===== src/rtl/freq_meter_pkg.sv =====
// Shared constants, state encoding and elaboration-time helpers for the
// ranged frequency meter and its BCD converter.
package freq_meter_pkg;

    // Gate window select codes; code 3 is folded onto the x100 range.
    localparam logic [1:0] GATE_SEL_X1   = 2'd0;
    localparam logic [1:0] GATE_SEL_X10  = 2'd1;
    localparam logic [1:0] GATE_SEL_X100 = 2'd2;

    // Busy FSM of the sequential binary-to-BCD converter.
    typedef enum logic [1:0] {
        IDLE  = 2'd0,
        SHIFT = 2'd1,
        DONE  = 2'd2
    } conv_state_e;

    // Fold the unused select code onto the shortest window.
    function automatic logic [1:0] sel_norm(input logic [1:0] sel);
        return (sel == 2'd3) ? GATE_SEL_X100 : sel;
    endfunction

    // Window length in clock cycles for a given select code.
    function automatic int unsigned gate_len(input int unsigned base, input logic [1:0] sel);
        case (sel_norm(sel))
            GATE_SEL_X1:  return base;
            GATE_SEL_X10: return base / 10;
            default:      return base / 100;
        endcase
    endfunction

    // Largest value representable in the given number of BCD digits.
    function automatic logic [63:0] bcd_max(input int unsigned digits);
        logic [63:0] p;
        p = 64'd1;
        for (int unsigned i = 0; i < digits; i++) begin
            p = p * 64'd10;
        end
        return p - 64'd1;
    endfunction

    // The shortest window must leave room for a full conversion.
    function automatic bit gate_cycles_ok(input int unsigned base, input int unsigned cnt_w);
        return ((base % 100) == 0) && ((base / 100) >= (cnt_w + 4));
    endfunction

endpackage


===== src/rtl/freq_meter_ranged_bcd.sv =====
// Sequential shift-add-3 binary-to-BCD converter. The load cycle also
// performs the first shift, so a conversion occupies CNT_W clock edges
// and Done is high for one cycle with Bcd/Ovf stable.
module bcd_seq_converter
    import freq_meter_pkg::*;
#(
    parameter int CNT_W      = 14,
    parameter int BCD_DIGITS = 4
) (
    input  logic                    Clk,
    input  logic                    Rst,
    input  logic                    Start,
    input  logic [CNT_W-1:0]        Bin,
    output logic [4*BCD_DIGITS-1:0] Bcd,
    output logic                    Ovf,
    output logic                    Done
);

    localparam int          BCD_W   = 4 * BCD_DIGITS;
    localparam int          SC_W    = $clog2(CNT_W + 1);
    localparam logic [63:0] BCD_MAX = bcd_max(BCD_DIGITS);

    conv_state_e       state_q, state_d;
    logic [BCD_W-1:0]  bcd_q;
    logic [CNT_W-1:0]  sh_q;
    logic [SC_W-1:0]   cnt_q;
    logic              ovf_q;

    // One double-dabble step: adjust digits >= 5, then shift left by one.
    function automatic logic [BCD_W+CNT_W-1:0] dd_step(input logic [BCD_W-1:0] b,
                                                       input logic [CNT_W-1:0] s);
        logic [BCD_W-1:0] adj;
        adj = b;
        for (int d = 0; d < BCD_DIGITS; d++) begin
            if (adj[4*d +: 4] >= 4'd5) begin
                adj[4*d +: 4] = adj[4*d +: 4] + 4'd3;
            end
        end
        return {adj[BCD_W-2:0], s, 1'b0};
    endfunction

    // State register.
    always_ff @(posedge Clk) begin
        if (Rst) begin
            state_q <= IDLE;
        end else begin
            state_q <= state_d;
        end
    end

    // Next state and Done strobe.
    always_comb begin
        state_d = state_q;
        Done    = 1'b0;
        case (state_q)
            IDLE: begin
                if (Start) begin
                    state_d = (CNT_W == 1) ? DONE : SHIFT;
                end
            end
            SHIFT: begin
                if (cnt_q == SC_W'(CNT_W - 1)) begin
                    state_d = DONE;
                end
            end
            DONE: begin
                Done    = 1'b1;
                state_d = IDLE;
            end
            default: state_d = IDLE;
        endcase
    end

    // Shift datapath: load plus first step on Start, one step per SHIFT cycle.
    always_ff @(posedge Clk) begin
        if (Rst) begin
            bcd_q <= '0;
            sh_q  <= '0;
            cnt_q <= '0;
            ovf_q <= 1'b0;
        end else if (state_q == IDLE && Start) begin
            {bcd_q, sh_q} <= dd_step('0, Bin);
            cnt_q         <= SC_W'(1);
            ovf_q         <= (64'(Bin) > BCD_MAX);
        end else if (state_q == SHIFT) begin
            {bcd_q, sh_q} <= dd_step(bcd_q, sh_q);
            cnt_q         <= cnt_q + SC_W'(1);
        end
    end

    assign Bcd = ovf_q ? {BCD_DIGITS{4'h9}} : bcd_q;
    assign Ovf = ovf_q;

    // A new conversion must never be requested while one is in flight.
    a_start_when_idle: assert property (@(posedge Clk) disable iff (Rst) Start |-> (state_q == IDLE));

endmodule


===== src/rtl/freq_meter_ranged.sv =====
// Gated, three-range frequency meter. Counts synchronised rising edges of
// Fxin over a selectable window, latches the saturated count at the end of
// each window and publishes binary, BCD, range and over-range together with
// a one-cycle Valid, CNT_W+2 cycles after the window's last cycle.
module freq_meter_ranged
    import freq_meter_pkg::*;
#(
    parameter int GATE_CYCLES = 100000000,
    parameter int CNT_W       = 14,
    parameter int BCD_DIGITS  = 4
) (
    input  logic                    Clk,
    input  logic                    Rst,
    input  logic                    Fxin,
    input  logic [1:0]              Gate_Sel,
    output logic [4*BCD_DIGITS-1:0] Frequency,
    output logic [CNT_W-1:0]        Binary_Out,
    output logic [1:0]              Range,
    output logic                    Over_Range,
    output logic                    Valid
);

    localparam int               BCD_W     = 4 * BCD_DIGITS;
    localparam int               TMR_W     = $clog2(GATE_CYCLES);
    localparam logic [TMR_W-1:0] LAST_X1   = TMR_W'(gate_len(GATE_CYCLES, GATE_SEL_X1) - 1);
    localparam logic [TMR_W-1:0] LAST_X10  = TMR_W'(gate_len(GATE_CYCLES, GATE_SEL_X10) - 1);
    localparam logic [TMR_W-1:0] LAST_X100 = TMR_W'(gate_len(GATE_CYCLES, GATE_SEL_X100) - 1);
    localparam logic [CNT_W-1:0] CNT_MAX   = '1;
    localparam bit               GATE_OK   = gate_cycles_ok(GATE_CYCLES, CNT_W);

    logic             s1, s2, s3, rise;
    logic [TMR_W-1:0] timer_q, last;
    logic [1:0]       sel_q, sel_in;
    logic             first_done_q, terminal;
    logic [CNT_W-1:0] cnt_q, cnt_nx;
    logic             sat_q, sat_nx;
    logic [CNT_W-1:0] res_bin_q;
    logic             res_sat_q;
    logic [1:0]       res_range_q;
    logic             start_q;
    logic [BCD_W-1:0] conv_bcd;
    logic             conv_ovf, conv_done;

    assign sel_in   = sel_norm(Gate_Sel);
    assign rise     = s2 & ~s3;
    assign terminal = (timer_q == last);

    // Two-flop synchroniser plus one delay flop for edge detection.
    always_ff @(posedge Clk) begin
        if (Rst) begin
            s1 <= 1'b0;
            s2 <= 1'b0;
            s3 <= 1'b0;
        end else begin
            s1 <= Fxin;
            s2 <= s1;
            s3 <= s2;
        end
    end

    // Last timer value of the window for the select in force.
    always_comb begin
        case (sel_q)
            GATE_SEL_X1:  last = LAST_X1;
            GATE_SEL_X10: last = LAST_X10;
            default:      last = LAST_X100;
        endcase
    end

    // Edge count including this cycle's rise, held at the saturation value.
    always_comb begin
        cnt_nx = cnt_q;
        if (rise && (cnt_q != CNT_MAX)) begin
            cnt_nx = cnt_q + CNT_W'(1);
        end
        sat_nx = sat_q | (cnt_nx == CNT_MAX);
    end

    // Gate timer; select is captured on wrap and on the first cycle after reset.
    always_ff @(posedge Clk) begin
        if (Rst) begin
            timer_q      <= '0;
            sel_q        <= GATE_SEL_X1;
            first_done_q <= 1'b0;
        end else if (terminal) begin
            timer_q      <= '0;
            sel_q        <= sel_in;
            first_done_q <= 1'b1;
        end else begin
            timer_q <= timer_q + TMR_W'(1);
            if (timer_q == '0 && !first_done_q) begin
                sel_q <= sel_in;
            end
        end
    end

    // Edge counter with sticky saturation, cleared at each window end.
    always_ff @(posedge Clk) begin
        if (Rst || terminal) begin
            cnt_q <= '0;
            sat_q <= 1'b0;
        end else begin
            cnt_q <= cnt_nx;
            sat_q <= sat_nx;
        end
    end

    // Result holding register and conversion start; the first window is dropped.
    always_ff @(posedge Clk) begin
        if (Rst) begin
            res_bin_q   <= '0;
            res_sat_q   <= 1'b0;
            res_range_q <= 2'd0;
            start_q     <= 1'b0;
        end else begin
            start_q <= terminal && first_done_q;
            if (terminal && first_done_q) begin
                res_bin_q   <= cnt_nx;
                res_sat_q   <= sat_nx;
                res_range_q <= sel_q;
            end
        end
    end

    bcd_seq_converter #(
        .CNT_W      (CNT_W),
        .BCD_DIGITS (BCD_DIGITS)
    ) u_conv (
        .Clk   (Clk),
        .Rst   (Rst),
        .Start (start_q),
        .Bin   (res_bin_q),
        .Bcd   (conv_bcd),
        .Ovf   (conv_ovf),
        .Done  (conv_done)
    );

    // Publish all result fields together with a one-cycle Valid.
    always_ff @(posedge Clk) begin
        if (Rst) begin
            Frequency  <= '0;
            Binary_Out <= '0;
            Range      <= 2'd0;
            Over_Range <= 1'b0;
            Valid      <= 1'b0;
        end else begin
            Valid <= conv_done;
            if (conv_done) begin
                Frequency  <= conv_bcd;
                Binary_Out <= res_bin_q;
                Range      <= res_range_q;
                Over_Range <= res_sat_q | conv_ovf;
            end
        end
    end

    // Shortest window must hold a full conversion.
    a_gate_cfg: assert property (@(posedge Clk) GATE_OK);

endmodule


===== config.mk =====
export PLATFORM = sky130hd
export DESIGN_NAME = freq_meter_ranged
export DESIGN_NICKNAME = d
export VERILOG_FILES = /design/src/rtl/freq_meter_pkg.sv /design/src/rtl/freq_meter_ranged_bcd.sv /design/src/rtl/freq_meter_ranged.sv
export SDC_FILE = /design/constraint.sdc
export NUM_CORES = 1
export LEC_CHECK = 0
export ABC_AREA = 1
export CAP_MARGIN = 20
export CORE_MARGIN = 5
export CORE_UTILIZATION = 64
export DETAILED_ROUTE_END_ITERATION = 8
export PLACE_DENSITY_LB_ADDON = 0.12
export SLEW_MARGIN = 25
export SYNTH_ARGS = -nofsm -noshare
export SYNTH_HDL_FRONTEND = slang
export SYNTH_SLANG_ARGS = --single-unit

===== constraint.sdc =====
create_clock -name Clk -period 5.7 [get_ports Clk]
set_clock_uncertainty 0.05 [all_clocks]
set_input_delay 1.425 -clock Clk [delete_from_list [all_inputs] [get_ports Clk]]
set_output_delay 1.425 -clock Clk [all_outputs]
set_load 0.02 [all_outputs]

* After elaboration in Yosys (flattened, before gate mapping) *
Index checks and enable logic that the tools add are counted.

operators by class
  $add $sub $neg = 7
  $lt $le $gt $ge = 5
  equality and inequality tests = 10
  multiplexer cells = 20
  bitwise logic cells = 4
  reductions and logical operators = 14

operator list
  kind                     count
  $pmux W27 S2             1
  $mux W14                 3
  $add A27 B1 Y27 const B  1
  $eq A27 B27 Y1           1
  $logic_not A27 Y1        1
  $ge A4 B3 Y1 const B     4
  $mux W16                 1
  $add A14 B1 Y14 const B  1
  $eq A14 B14 Y1 const B   1
  $gt A14 B14 Y1 const B   1
  $ne A14 B14 Y1 const B   1
  $add A4 B2 Y4 const B    3
  $mux W4                  3
  $mux W2                  5
  $mux W1                  5
  $add A4 B1 Y4 const B    1
  $eq A2 B1 Y1 const B     2
  $eq A2 B2 Y1 const B     2
  $eq A4 B4 Y1 const B     1
  $logic_and A1 B1 Y1      4
  $logic_not A2 Y1         2
  $pmux W2 S2              1
  $reduce_bool A2 Y1       2
  $reduce_or A2 Y1         2
  10 further kinds         11

word-level totals
  register bits = 136
  input bits = 5
  output and inout bits = 34
  word-level logic and storage cells = 84

* Logic depth before layout (Yosys ltp) *
Gate-level depths: netlist of the first run.

  depth after elaboration = 6
  gate-level depth with buffers = 16
  depth with buffers taken out = 16

* Cells and area by module *
A second synthesis of the first run with hierarchy kept.

second synthesis, totals
  cell total of the unflattened synthesis = 936
  area, all modules = 6508.7 um2

by module, submodules not included
  module             instances  cells an instance  area each (um2)  sequential area each (um2)
  freq_meter_ranged  1          634                4506.8           2001.9
  bcd_seq_converter  1          302                2001.9           720.7

* Worst setup path after synthesis of the first run *
No wires, ideal clock.

  path type = input-to-reg
  from = input Rst
  to = register u_conv.bcd_q[13]
  data arrival time = 2.246 ns
  slack = 3.347 ns
  cell stages on the path = 6
  path buffers = 1
  cells stage by stage = nor2_1 inv_1 buf_2 a21oi_1 o21ai_0 inv_1

between the ends
  word-level cells in the longest chain between the ends = 1

RTL lines
  item                        RTL line                     source
  start, declared             freq_meter_ranged.sv:13      input logic Rst,
  $reduce_or A2 Y1 (no line)  -
  end signal, assigned        freq_meter_ranged_bcd.sv:82  {bcd_q, sh_q} <= dd_step('0, Bin);
  end signal, assigned        freq_meter_ranged_bcd.sv:86  {bcd_q, sh_q} <= dd_step(bcd_q, sh_q);
  end, declared               freq_meter_ranged_bcd.sv:24  logic [BCD_W-1:0] bcd_q;

Every way passes these cells.
A chain may end at the register's enable or synchronous reset.

* Worst setup path after layout of the first run *
  from = register Frequency[5]
  to = output Frequency[5]

RTL lines
  item                    RTL line                  source
  start, declared         freq_meter_ranged.sv:16   output logic [4*BCD_DIGITS-1:0] Frequency,
  start signal, assigned  freq_meter_ranged.sv:149  Frequency <= conv_bcd;

No word-level cell between the ends.

==> results of run 1 <==
==> layout make-up <==
class / count / area [um^2]
clock buffers: 19 / 432
clock inverters: 13 / 134
fillers: 778 / 2370
inverters: 119 / 448
multi-input cells: 597 / 3090
flip-flops and latches: 136 / 2720
well taps: 133 / 166
repair buffers: 42 / 410
==> per-layer routing <==
| layer | vias to the layer above | global-route usage [%] | wire (um) |
|---|---|---|---|
| li1 | 2971 | - | - |
| met1 | 2753 | 36.3 | 7160 |
| met2 | 181 | 46.1 | 7740 |
| met3 | 32 | 6.34 | 854 |
| met4 | 0 | 9.88 | 323 |
| met5 | - | 0 | 0 |
==> path summary, 6_finish.rpt <==
| path | cells past startpoint | slack (ns) | endpoint | startpoint |
|---|---|---|---|---|
| worst min-delay path | 2 | 0.35 | s2$_SDFF_PP0_ | s1$_SDFF_PP0_ |
| worst max register to register | 8 | 2.76 | u_conv.sh_q[12]$_SDFFE_PP0P_ | u_conv.state_q[1]$_SDFFE_PP0P_ |
| worst min register to register | 2 | 0.35 | s2$_SDFF_PP0_ | s1$_SDFF_PP0_ |
| worst max-delay path | 1 | 2.72 | Frequency[5] | Frequency[5]$_SDFFE_PP0P_ |
==> sequential cells by signal (all words and copies together), names as in the netlist <==
signal,flops
first_done_q,1
s2,1
s3,1
u_conv.Ovf,1
res_sat_q,1
s1,1
cnt_q,14
Binary_Out,14
u_conv.state_q,2
Range,2
sel_q,2
u_conv.bcd_q,16
u_conv.cnt_q,4
Frequency,16
u_conv.sh_q,13
start_q,1
timer_q,27
res_range_q,2
Valid,1
sat_q,1
Over_Range,1
res_bin_q,14
==> cells in the mapped netlist, types with 13 or more instances <==
master / n / area [um^2]
nor2_1: 109 / 409
ha_1: 13 / 163
dfxtp_1: 136 / 2720
o21ai_0: 51 / 255
nand3_1: 60 / 300
nor3_1: 14 / 70.1
a21oi_1: 67 / 335
nand4_1: 18 / 113
clkbuf_1: 20 / 75.1
nand2_1: 162 / 608
a31oi_1: 15 / 93.8
inv_1: 109 / 409
==> power by group through the flow <==
stage                     clock network (W)  logic [W]  registers (W)
after floorplan                           0  0.0000531       0.000986
after global routing                0.00110  0.0000799       0.000968
after CTS                           0.00105  0.0000713       0.000967
after global placement                    0  0.0000686       0.000988
after detailed placement                  0  0.0000702       0.000988
final                               0.00104  0.0000721       0.000968
==> worst reg2reg max path, delay by kind of cell (launching register included) <==
kind / cells / cell delay (ns)
AND/OR/NAND/NOR: 3 / 1.50
buffers and inverters: 3 / 0.76
flip-flops: 1 / 0.31
AO/OA/AOI/OAI: 2 / 0.27
==> cells by family after synthesis <==
group / count (synthesis) / synth area share [%]
AOI/OAI and AO/OA: 168 / 14.5
xor gates and xnor gates: 13 / 1.78
adders and majority gates: 13 / 2.54
buffers and inverters: 149 / 9.04
DFF: 136 / 42.6
and+or+nand+nor: 403 / 29.5
==> metrics by stage <==
stage	util (%)	cells	power [W]	setup slack, ns
6_report	75.8	1059	0.00208	2.72
5_1_grt	75.8	1059	0.00215	2.49
4_1_cts	75.8	1059	0.00209	2.71
3_5_place_dp	70.0	1027	0.00106	2.41
3_3_place_gp	70.0	1027	0.00106	2.49
2_1_floorplan	-	882	0.00104	3.35
==> layout by cell type, fill, tap and decap left out, types with 3 or more instances in the layout <==
master             n
nor3_1            14
clkinv_4           3
nand3_1           60
a31oi_1           15
o211ai_1           8
dfxtp_1          136
o31ai_1            5
o21ai_0           51
ha_1              13
clkinvlp_4         3
inv_2              9
inv_6              5
clkdlybuf4s50_1   38
nor2_4             4
nor2_2             5
inv_1            109
a221oi_1           5
nor2_1           108
buf_4              4
o22ai_1            3
xor2_1            11
clkbuf_16         16
nor4_1            11
nand4_1           18
nand2_1          162
o21ai_1           10
a21oi_1           67
==> metrics.md, run 1 <==
| Metric | Value |
|---|---|
| Synth warnings | 0 |
| Post-synth EDFFs | 0 |
| Top Ports | 39 |
| Register area share after synthesis | 42.6% |
| Critical path required time | 4.22 ns |
| Setup crit end kind | output port |
| Clk network pwr share | 50.1% |
| Syn Inst Count | 882 |
| Asr flop ratio synth | 0% |
| Setup_tns | 0 ns |
| Fmax | 0.336 GHz |
| Synth-to-layout area growth | 15.9% |
| Worst Path Buf+Inv | 1 |
| Switch Pwr | 0.000503 W |
| Average wire per standard cell | 15.2 um |
| Area after DPL | 6840 um^2 |
| Detailed-route vias per instance | 5.61 |
| CTS buffer count | 17 |
| # DRC | 0 |
| Crit Path Category | flip-flop to output port |
| Syn nets | 900 |
| Sw Ratio | 24.1% |
| Setup crit start kind | flip-flop |
| Min-Delay Path Class | flip-flop to flip-flop |
| Mapped cell area | 6390 um^2 |
| Die Y | 110 um |
| Mean area per synthesized cell | 7.25 um^2 |
| Clock Latency Late Sink | 0.53 ns |
| VDD IR max | 0.000206 V |
| H-Tree Depth | 4 |
| Largest net degree at the start of global routing | 50 |
| Nets | 931 |
| DR vias | 5,937 |
| Power per cell area | 281 nW/um^2 |
| RSZ-0062 raised after global routing | no |
| Layout cells sized above 1 | 7.67% |
| Post-CTS Setup Repair Bufs | 0 |
| Die area | 12,100 um^2 |
| Drt first pass iters | 7 |
| Number of routed nets with antenna violations | 0 |
| Leak | 2.92 nW |
| Worst-Margin Slew | 0.952 ns |
| CTS Sinks | 136 |
| Hold_ws | 0.354 ns |
| Delay of the slowest critical-path stage | 0.62 ns |
| Crit path cell chain | clkdlybuf4s50_1 |
| # port buffers | 38 |
| Overall global routing resource usage | 28.1% |
| Finished Cell Area | 7410 um^2 |
| Rows | 36 |
| Routed WL | 16.1 mm |
| First-pass GRT wire length | 26.7 mm |
| Gr ovfl total | 0 |
| Synth unique cells | 45 |
| Int Power | 0.00158 W |
| Initial Utilization | 65.4% |
| Synth Flop Type | dfxtp_1 |
| CTS clk-pin slew, worst paths | 0.07 ns |
| Initial DRC Count | 527 |
| CTS tree | done |
| Clock Path Buffers | 2 |
| Flop pwr share | 46.4% |
| Max-slew violation count | 0 |
| Tcrit/Tclk final | 52.3% |
| Die Wd | 110 um |
| WP data arrival | 1.50 ns |
| Max_cap viols | 0 |
| Final setup viols | 0 |
| Post-cts gate resize count | 0 |
| Hold Buf Count CTS | 0 |
| Core Footprint | 9770 um^2 |
| Final Hold Vio Count | 0 |
| Initial antenna violation count | 0 |
| Outcome | completed |
| Delay-heaviest family, CP | buffers and inverters |
| Fin crit period | 2.98 ns |
| DP HPWL | 11.2 mm |
| Yosys reg bits | 136 |
| Clock root cell | clkbuf_8 |
| RePlAce Congestion | 0.957 |
| Slew margin rel. | 36.3% |
| CP max-delay cell | clkdlybuf4s50_1 |
| Number of diodes | 0 |
| Number of global-route vias before repair | 5,623 |
| Proportion of power drawn by combinational gates | 3.5% |
| Worst-path fanout max | 2 |
Note: power is estimated with default switching activity, not from simulation.
==> run 2: changes to the inputs <==
--- a/config.mk
+++ b/config.mk
@@ -8,7 +8,7 @@
 export ABC_AREA = 1
 export CAP_MARGIN = 20
 export CORE_MARGIN = 5
-export CORE_UTILIZATION = 64
+export CORE_UTILIZATION = 54
 export DETAILED_ROUTE_END_ITERATION = 8
 export PLACE_DENSITY_LB_ADDON = 0.12
 export SLEW_MARGIN = 25
==> constraint.sdc (replaced) <==
create_clock -name Clk -period 2.46 [get_ports Clk]
set_clock_uncertainty 0.05 [all_clocks]
set_input_delay 0.615 -clock Clk [delete_from_list [all_inputs] [get_ports Clk]]
set_output_delay 0.615 -clock Clk [all_outputs]
set_load 0.02 [all_outputs]
==> run 2 against run 1 <==
Final cell count is 2.1% higher; via count is 0.44% higher; global-route usage is 4.2 points lower; critical path type is now flip-flop to flip-flop.
==> metrics.md, run 2 (synthesis gave the netlist of run 1 again) <==
| Metric | Value |
|---|---|
| Register name with the most flops | timer_q |
| Delay-heaviest family, CP | simple AND/OR/NAND/NOR gates |
| Tcrit/Tclk final | 87.8% |
| Leak | 2.99 nW (+2.3%) |
| Post-cts gate resize count | 0 (unchanged) |
| CTS clk-pin slew, worst paths | 0.06 ns (about the same) |
| Clock Latency Late Sink | 0.43 ns (-0.10 ns) |
| Register area | 2720 um^2 (unchanged) |
| First-pass GRT wire length | 27.7 mm (+3.6%) |
| Worst setup endpoint | res_bin_q[9]$_SDFFE_PP0P_ |
| Design Power | 0.00485 W (+130%) |
| Hold Path Depth | 2 (unchanged) |
| Worst Path Buf+Inv | 2 (+1) |
| Setup crit end kind | flip-flop |
| Max_cap viols | 0 (unchanged) |
| CTS tree | done |
| DP HPWL | 11.9 mm (+6.4%) |
| Gr ovfl total | 0 (unchanged) |
| Overall global routing resource usage | 23.9% (-4.2 points) |
| Initial Utilization | 55.5% (-9.9 points) |
| Min-Delay Path Class | flip-flop to flip-flop |
| Slew margin rel. | 64.2% (+28 points) |
| Delay of the slowest critical-path stage | 0.39 ns (-0.23 ns) |
| H-Tree Depth | 4 (unchanged) |
| Multi-input logic area | 3090 um^2 (unchanged) |
| Max-slew violation count | 0 (unchanged) |
| Setup_tns | 0 ns (unchanged) |
| Commonest non-fill, non-tap cell in the layout | nand2_1 |
| Number of diodes | 0 (unchanged) |
| # DRC | 0 (unchanged) |
| Top Ports | 39 (unchanged) |
| Initial DRC Count | 457 (-13%) |
| Hold Buf Count CTS | 0 (unchanged) |
| Crit Path Category | flip-flop to flip-flop |
| Number of routed nets with antenna violations | 0 (unchanged) |
| Worst-path fanout max | 9 (+7) |
| Crit path cell chain | ha_1, nand2_1, inv_2, nand4_4, a211oi_1, nand4_1, buf_4, a21oi_1 |
| Final Hold Vio Count | 0 (unchanged) |
| Die Wd | 119 um (+8.1%) |
| Average wire per standard cell | 14.9 um (-2.0%) |
| FF-to-FF setup slack | 0.30 ns (-2.46 ns) |
| Largest net degree at the start of global routing | 49 (-2.0%) |
| Synth-to-layout area growth | 17.7% |
| Outcome | completed |
| Reg2Reg Launch Point | timer_q[0]$_SDFF_PP0_ |
| Detailed-route vias per instance | 5.52 (-1.6%) |
| Filler instances | 1,036 (+33%) |
| Critical path required time | 2.76 ns (-1.46 ns) |
| Layout cells sized above 1 | 8.74% (+1.1 points) |
| Power per cell area | 645 nW/um^2 (+130%) |
| Worst reg2reg path endpoint | res_bin_q[9]$_SDFFE_PP0P_ |
| DR vias | 5,963 (+0.44%) |
| Core Footprint | 11,500 um^2 (+18%) |
| Final setup viols | 0 (unchanged) |
| Clock root cell | clkbuf_16 |
| Die area | 14,100 um^2 (+17%) |
| Number of flip-flops in the largest register | 27 (unchanged) |
| Rows | 39 (+8.3%) |
| CTS buffer count | 17 (unchanged) |
| Post-CTS Setup Repair Bufs | 0 (unchanged) |
| # port buffers | 38 (unchanged) |
| Worst Setup SP | timer_q[0]$_SDFF_PP0_ |
| Fin crit period | 2.16 ns |
| Levels on crit path | 8 (+7) |
| Setup crit start kind | flip-flop |
| Nets | 943 (+1.3%) |
| Worst-Margin Slew | 0.533 ns (-0.419 ns) |
| Top Registers | timer_q (27), Frequency (16), u_conv.bcd_q (16) |
| Reg2reg path depth | 8 (unchanged) |
| VDD IR max | 0.000514 V (+150%) |
| Drt first pass iters | 5 (-2) |
| Number of global-route vias before repair | 5,855 (+4.1%) |
| CP max-delay cell | dfxtp_1 |
| RePlAce Congestion | 0.887 (-7.3%) |
| Die Y | 119 um (+8.1%) |
| CTS Sinks | 136 (unchanged) |
| Clock Path Buffers | 2 (unchanged) |
| WP data arrival | 2.46 ns (+0.96 ns) |
| Fmax | 0.463 GHz |
| Most frequent cells in the layout | nand2_1, dfxtp_1, inv_1, nor2_1, a21oi_1 |
| Initial antenna violation count | 0 (unchanged) |
| Routed WL | 16.1 mm (about the same) |
| RSZ-0062 raised after global routing | no |
[run 2: cell types whose count changed in the layout (fill, tap and decap cells not counted)]
cell / delta
clkinv_2: +3
inv_8: -1
buf_4: +11
clkbuf_16: +1
clkinv_4: -2
clkbuf_8: +1
clkbuf_1: +1
buf_12: +1
inv_6: -3
[run 2: power by group]
group          total [W]  switching (W)  internal (W)
registers        0.00224      0.0000232       0.00222
clock network    0.00243       0.000961       0.00147
logic           0.000178       0.000119     0.0000593
[run 2: worst reg2reg max path, cell delays in order, from the launching register on]
cell,delay (ns)
dfxtp_1,0.39
ha_1,0.19
nand2_1,0.08
inv_2,0.10
nand4_4,0.13
a211oi_1,0.36
nand4_1,0.34
buf_4,0.28
a21oi_1,0.15
[run 2: stage by stage]
step	area (um^2)	cells	hold WS (ns)	worst slack (ns)	utilization (%)
2_1_floorplan	6390	882	0.338	0.640	-
3_3_place_gp	6960	1049	0.356	0.388	60.4
3_5_place_dp	6960	1049	0.355	0.321	60.4
4_1_cts	7520	1081	0.370	0.308	65.3
5_1_grt	7520	1081	0.395	0.0544	65.3
6_report	7520	1081	0.366	0.300	65.3
[run 2: how the worst min path moves through the flow]
stage,startpoint,end,slack (ns)
6_report,s1$_SDFF_PP0_,s2$_SDFF_PP0_,0.37
5_1_grt,s1$_SDFF_PP0_,s2$_SDFF_PP0_,0.40
3_3_place_gp,s1$_SDFF_PP0_,s2$_SDFF_PP0_,0.36
2_1_floorplan,s1$_SDFF_PP0_,s2$_SDFF_PP0_,0.34
4_1_cts,s1$_SDFF_PP0_,s2$_SDFF_PP0_,0.37
3_5_place_dp,s1$_SDFF_PP0_,s2$_SDFF_PP0_,0.35
[run 2: layer usage]
layer,up-vias,share of wire [%],global-route usage (%)
li1,3002,-,-
met1,2782,44,29.1
met2,149,49,40.1
met3,30,4.9,6.35
met4,0,2.1,9.49
met5,-,0,0
[run 2: area by class of cell]
class,instances,share of cell area (%)
clock buffer,22,6.30
clock inverter,10,1.25
inverter,119,5.95
multi-input combinational,597,41.1
sequential,136,36.2
tap,143,2.38
timing repair buffer,54,6.82
==> run 3: changes to the inputs <==
--- a/config.mk
+++ b/config.mk
@@ -10,6 +10,7 @@
 export CORE_MARGIN = 5
 export CORE_UTILIZATION = 54
 export DETAILED_ROUTE_END_ITERATION = 8
+export HOLD_SLACK_MARGIN = 0.06
 export PLACE_DENSITY_LB_ADDON = 0.12
 export SLEW_MARGIN = 25
 export SYNTH_ARGS = -nofsm -noshare
==> constraint.sdc (replaced) <==
create_clock -name Clk -period 2.46 [get_ports Clk]
set_clock_uncertainty 0.05 [all_clocks]
set_input_delay 0.615 -clock Clk [delete_from_list [all_inputs] [get_ports Clk]]
set_output_delay 0.615 -clock Clk [all_outputs]
set_load 0.05 [all_outputs]
==> results of run 3 <==
Same layout as run 2 (identical final DEF). Status: completed.
Among the figures that moved: setup slack after layout 0.300 ns -> 0.134 ns; start point of the critical path timer_q[0]$_SDFF_PP0_ -> Frequency[15]$_SDFFE_PP0P_; end point of the critical path res_bin_q[9]$_SDFFE_PP0P_ -> Frequency[15]
